File: src/rtl/ascon_fsm_ctrl.sv
// rtl/ascon_fsm_ctrl.sv - Moore sequencer for the ASCON-128a permutation_finale datapath
// Optional status outputs (state_o, block_cnt_o, error_o) are built when ASCON_FSM_STATUS_EN is defined.
module ascon_fsm_ctrl #(
  parameter int NB_AD = 1,
  parameter int NB_PT = 3
) (
  input  logic       clock_i,
  input  logic       resetb_i,
  input  logic       start_i,
  input  logic       data_valid_i,
  output logic       data_ready_o,
  output logic       en_o,
  output logic       input_mod_o,
  output logic [3:0] round_o,
  output logic       en_xor_data_o,
  output logic       en_xor_begin_key_o,
  output logic       en_xor_lsb_o,
  output logic       en_xor_end_key_o,
  output logic       en_cipher_o,
  output logic       en_tag_o,
  output logic       cipher_valid_o,
  output logic       done_o,
  output logic       busy_o
`ifdef ASCON_FSM_STATUS_EN
  ,
  output logic [2:0] state_o,
  output logic [3:0] block_cnt_o,
  output logic       error_o
`endif
);

  typedef enum logic [2:0] {
    S_IDLE, S_INIT, S_AD_WAIT, S_AD, S_PT_WAIT, S_PT, S_FINAL, S_DONE
  } state_t;

  // Index of the last AD / PT block; LAST_AD is unused when there is no AD.
  localparam logic [3:0] LAST_AD = (NB_AD > 0) ? 4'(NB_AD - 1) : 4'd0;
  localparam logic [3:0] LAST_PT = 4'(NB_PT - 1);
  localparam bit         HAS_AD  = (NB_AD > 0);

  state_t     r_state;
  logic [3:0] r_rc;
  logic [3:0] r_bc;
  logic       r_cipher_valid;
  logic       r_done;

  logic       w_data_ready;
  logic       w_en;
  logic       w_input_mod;
  logic [3:0] w_round;
  logic       w_xor_data;
  logic       w_xor_begin_key;
  logic       w_xor_lsb;
  logic       w_xor_end_key;
  logic       w_en_cipher;
  logic       w_en_tag;
  logic       w_busy;
  logic       w_accept;
  logic       w_last_round;

  assign w_last_round = (r_rc == 4'd11);
  assign w_accept     = data_valid_i && w_data_ready;

  // Sequencer: state, round/block counters and the two delayed valid pulses.
  always_ff @(posedge clock_i) begin
    if (!resetb_i) begin
      r_state        <= S_IDLE;
      r_rc           <= 4'd0;
      r_bc           <= 4'd0;
      r_cipher_valid <= 1'b0;
      r_done         <= 1'b0;
    end else begin
      r_cipher_valid <= w_en_cipher;
      r_done         <= w_en_tag;
      case (r_state)
        S_IDLE: begin
          if (start_i) begin
            r_state <= S_INIT;
            r_rc    <= 4'd0;
            r_bc    <= 4'd0;
          end
        end
        S_INIT: begin
          if (w_last_round) r_state <= HAS_AD ? S_AD_WAIT : S_PT_WAIT;
          else              r_rc    <= r_rc + 4'd1;
        end
        S_AD_WAIT: begin
          if (w_accept) begin
            r_state <= S_AD;
            r_rc    <= 4'd4;
          end
        end
        S_AD: begin
          if (w_last_round) begin
            // Block counter restarts for the plaintext phase after the last AD block.
            if (r_bc == LAST_AD) begin
              r_bc    <= 4'd0;
              r_state <= S_PT_WAIT;
            end else begin
              r_bc    <= r_bc + 4'd1;
              r_state <= S_AD_WAIT;
            end
          end else begin
            r_rc <= r_rc + 4'd1;
          end
        end
        S_PT_WAIT: begin
          if (w_accept) begin
            if (r_bc == LAST_PT) begin
              r_state <= S_FINAL;
              r_rc    <= 4'd0;
            end else begin
              r_state <= S_PT;
              r_rc    <= 4'd4;
            end
          end
        end
        S_PT: begin
          if (w_last_round) begin
            r_bc    <= r_bc + 4'd1;
            r_state <= S_PT_WAIT;
          end else begin
            r_rc <= r_rc + 4'd1;
          end
        end
        S_FINAL: begin
          if (w_last_round) begin
            r_state <= S_DONE;
            r_rc    <= 4'd0;
          end else begin
            r_rc <= r_rc + 4'd1;
          end
        end
        S_DONE:  r_state <= S_IDLE;
        default: r_state <= S_IDLE;
      endcase
    end
  end

  // Datapath controls decoded from state and round counter with no added latency.
  always_comb begin
    w_data_ready    = 1'b0;
    w_en            = 1'b0;
    w_input_mod     = 1'b0;
    w_round         = 4'd0;
    w_xor_data      = 1'b0;
    w_xor_begin_key = 1'b0;
    w_xor_lsb       = 1'b0;
    w_xor_end_key   = 1'b0;
    w_en_cipher     = 1'b0;
    w_en_tag        = 1'b0;
    w_busy          = (r_state != S_IDLE);
    case (r_state)
      S_INIT: begin
        w_en          = 1'b1;
        w_input_mod   = (r_rc != 4'd0);
        w_round       = r_rc;
        w_xor_end_key = w_last_round;
        w_xor_lsb     = w_last_round && !HAS_AD;
      end
      S_AD_WAIT, S_PT_WAIT: begin
        // Datapath holds; round_o keeps the counter value so it stays stable while waiting.
        w_data_ready = 1'b1;
        w_input_mod  = 1'b1;
        w_round      = r_rc;
      end
      S_AD: begin
        w_en        = 1'b1;
        w_input_mod = 1'b1;
        w_round     = r_rc;
        w_xor_data  = (r_rc == 4'd4);
        w_xor_lsb   = w_last_round && (r_bc == LAST_AD);
      end
      S_PT: begin
        w_en        = 1'b1;
        w_input_mod = 1'b1;
        w_round     = r_rc;
        w_xor_data  = (r_rc == 4'd4);
        w_en_cipher = (r_rc == 4'd4);
      end
      S_FINAL: begin
        w_en            = 1'b1;
        w_input_mod     = 1'b1;
        w_round         = r_rc;
        w_xor_data      = (r_rc == 4'd0);
        w_en_cipher     = (r_rc == 4'd0);
        w_xor_begin_key = (r_rc == 4'd0);
        w_xor_end_key   = w_last_round;
        w_en_tag        = w_last_round;
      end
      default: ;
    endcase
  end

  assign data_ready_o       = w_data_ready;
  assign en_o               = w_en;
  assign input_mod_o        = w_input_mod;
  assign round_o            = w_round;
  assign en_xor_data_o      = w_xor_data;
  assign en_xor_begin_key_o = w_xor_begin_key;
  assign en_xor_lsb_o       = w_xor_lsb;
  assign en_xor_end_key_o   = w_xor_end_key;
  assign en_cipher_o        = w_en_cipher;
  assign en_tag_o           = w_en_tag;
  assign cipher_valid_o     = r_cipher_valid;
  assign done_o             = r_done;
  assign busy_o             = w_busy;

`ifdef ASCON_FSM_STATUS_EN
  logic r_error;
  logic w_bad_valid;

  assign w_bad_valid = data_valid_i &&
                       ((r_state == S_INIT) || (r_state == S_AD) ||
                        (r_state == S_PT)   || (r_state == S_FINAL));

  // Sticky protocol-violation flag; only reset clears it.
  always_ff @(posedge clock_i) begin
    if (!resetb_i)                                   r_error <= 1'b0;
    else if ((start_i && w_busy) || w_bad_valid)     r_error <= 1'b1;
  end

  assign state_o     = r_state;
  assign block_cnt_o = r_bc;
  assign error_o     = r_error;
`endif

endmodule
File: config.mk
export PLATFORM = sky130hd
export DESIGN_NAME = ascon_fsm_ctrl
export DESIGN_NICKNAME = d
export VERILOG_FILES = /design/src/rtl/ascon_fsm_ctrl.sv
export SDC_FILE = /design/constraint.sdc
export NUM_CORES = 1
export LEC_CHECK = 0
export ABC_AREA = 1
export BUFFER_PORTS_ARGS = -buffer_cell sky130_fd_sc_hd__buf_4
export CORE_ASPECT_RATIO = 1.2
export CORE_MARGIN = 2
export CORE_UTILIZATION = 43
export CTS_BUF_LIST = sky130_fd_sc_hd__clkbuf_8
export DETAILED_ROUTE_END_ITERATION = 10
export PLACE_DENSITY = 0.66
export SKIP_LAST_GASP = 1
export SLEW_MARGIN = 30
export SYNTH_ARGS = -nofsm -noshare
export SYNTH_HDL_FRONTEND = slang
export SYNTH_SLANG_ARGS = --single-unit
File: constraint.sdc
create_clock -name clock_i -period 1.5 [get_ports clock_i]
set_clock_uncertainty 0.2 [all_clocks]
set_input_delay 0.15 -clock clock_i [delete_from_list [all_inputs] [get_ports clock_i]]
set_output_delay 0.15 -clock clock_i [all_outputs]
set_load 0.02 [all_outputs]
==> flow_summary.toml <==
[timing]
max_freq_mhz = 579.3
slew_viol_final = 0
fin_crit_ns = 1.726
setup-tns-final_ns = -2.718
finalCritPeriodShare_pct = 115.1
setup_viol = 22
hold_viol_final = 0
holdWs_ns = 0.2170
timing.final.ws_setup_ns = -0.2261
tightest_slew_ns = 0.2698
rsz0062_at_grt = "true"
slew_headroom_pct = 82.02

[power_and_ir_drop]
clockPowerShare_pct = 9.2
seqPwrFrac_pct = 18.1
ir_drop_uv = 1328
p_leak_nw = 0.9299
p_sw_share_pct = 48.65
intPower_mw = 1.804
report.power.total_mw = 3.512
power.density_nw_per_um2 = 1817
net-switching-power_mw = 1.709
comb_power_share_pct = 72.7

[critical_path]
criticalPathCategory = "flip-flop to output port"
critPathArrivalTime_ns = 1.38
worstSetupEndpointType = "output port"
worst_setup_path_start_kind = "flip-flop"
cp.required_ns = 1.15
critPathMaxFanout = 4

[clocking]
path_clk_slew_ns = 0.06
cts_buffer_depth = 2
htreeDepth = 1
cts_tree = "yes"
clockRootBuffer = "clkbuf_8"
worstSkewPairLatency_ns = 0.25
clock_sinks = 13
numCtsBuffers = 3

[run_status]
violations = "setup timing"
status = "complete, but fails checks"

[placed_design]
gp_congestion = 0.8599
post-place-cells = 229
place_ws_ns = -0.1233
io_buffers = 19
hpwl_mm = 2.190
place_area_sq_um = 1348

[route]
drtIter0Drc = 31
via_count = 1348
drc = 0
drt.antenna.violating_nets = 0
viasPerCell = 5.435
drt_pre_antenna_iters = 4
wl_per_cell_um = 15.75
wl_mm = 3.906

[hold_path]
hold_path_class = "input port to flip-flop"

[layout]
instances_no_fill = 248
final_nets = 227
area_delta_synth_final_pct = 82.84
layout-drive-gt1-share_pct = 60.37
fin_util_pct = 83.83
finalInstanceArea_sq_um = 1933
diodes = 0
nFillCells = 126
multi_input_area_sq_um = 1007
regArea_sq_um = 280.3

[synth]
netlist_area_sq_um = 1057
syn_inst = 166
avgSynthCellArea_sq_um = 6.369
synth-seq-cells = 13
syn-num-nets = 175
ys_seq_area_share_pct = 24.62
synth_cell_types = 24
ys_warn_count = 0

[grt]
grt_pass1_wl_mm = 5.037
grt_max_degree = 9
antenna_found_initial = 0
grt_pass1_vias = 1213
grt_util_all_layers_pct = 22.48
grt-ovfl-total = 0

[floorplanning]
core-area_sq_um = 2306
die_w_um = 49.27
num_rows = 19
die-height_um = 58.32
dieArea_sq_um = 2873
io_pins = 20
start_util_pct = 45.85

[job]
drv_cap = 0
-- logic make-up after synthesis --
group	synth area share, %
AND/OR/NAND/NOR	47.93
buffers and inverters	10.30
XOR/XNOR	3.313
flip-flops	24.62
AO/OA/AOI/OAI	7.929
adder cells (fa/ha/maj)	5.917
-- flip-flops by register name, indices dropped and copies added, names as in the netlist --
name            count
cipher_valid_o      1
r_state             3
done_o              1
r_rc                4
r_bc                4
-- per-layer routing --
metal | part of all wire [%] | global-route usage [%]
met1 | 38 | 26.20
met2 | 54 | 40.54
met3 | 3.9 | 3.553
met4 | 4.0 | 10.20
met5 | 0 | 0
-- final cells by class --
type,count,area share (%)
clock buffer,3,2.136
clock inverter,1,0.1942
inverter,25,5.631
multi-input combinational,126,52.10
sequential,13,14.50
tap,31,2.006
timing repair buffer,49,23.43
-- cell usage after synthesis --
cell	number	share of area, %
inv_1	22	7.8
nand3b_2	1	1.1
a21oi_1	9	4.3
xor2_1	4	3.3
nor2_1	19	6.7
nor2_4	2	2.1
nor3_1	3	1.4
nand4_1	1	0.59
o21ai_0	2	0.95
nand2_1	46	16
buf_4	2	1.4
a31oi_1	2	1.2
o21ai_2	1	0.83
nand3b_1	1	0.71
nand3_1	14	6.6
ha_1	5	5.9
nand3_4	1	1.7
nand2_2	3	1.8
nand2_4	2	2.1
dfxtp_1	13	25
inv_2	3	1.1
nand3_2	4	3.8
nor2_2	5	3.0
a21boi_0	1	0.71
-- power groups by stage --
stage / Clock (mW) / Sequential, mW / Combinational [mW]
final: 0.324 / 0.635 / 2.55
after global routing: 0.340 / 0.646 / 2.73
after CTS: 0.319 / 0.564 / 1.83
after detailed placement: 0 / 0.550 / 1.53
after global placement: 0 / 0.546 / 1.49
after floorplan: 0 / 0.532 / 1.04
-- critical path: stages, from the launching register on --
cell and delay [ns]:
dfxtp_2 0.34, inv_1 0.12, nand2_1 0.10, nor2_2 0.21, nand2_2 0.13, nand2_1 0.10
buf_6 0.12
-- placed cells by master, fill, tap and decap left out, drive strengths merged --
cell | Yosys | routed
nor2 | 26 | 26
nand4 | 1 | 1
buf | 2 | 48
nand2 | 51 | 51
nand3b | 2 | 2
clkbuf | 0 | 3
nand3 | 19 | 19
ha | 5 | 5
inv | 25 | 26
a21boi | 1 | 1
a31oi | 2 | 2
o21ai | 3 | 3
dfxtp | 13 | 13
nor3 | 3 | 3
a21oi | 9 | 9
xor2 | 4 | 4
dlygate4sd3 | 0 | 1
-- path summary, 6_finish.rpt --
path,endpoint,startpoint,slack [ns],cells after the start
setup reg to reg,r_bc[0],r_rc[0],-0.13,9
hold reg to reg,r_state[2],r_state[2],0.33,2
setup / recovery,en_cipher_o,r_state[0],-0.23,6
hold / removal,r_state[1],start_i,0.22,5
-- what timing repair did --
action / CTS / global route
pin swaps: 13 / 22
setup endpoints to repair: 23 / 24
gates resized for setup: 42 / 77
buffers inserted: 8 / 6
hold buffers: 1 / 0
endpoints found under the hold margin: 2 / 0
No activity file was read; power rests on OpenSTA's default activity.
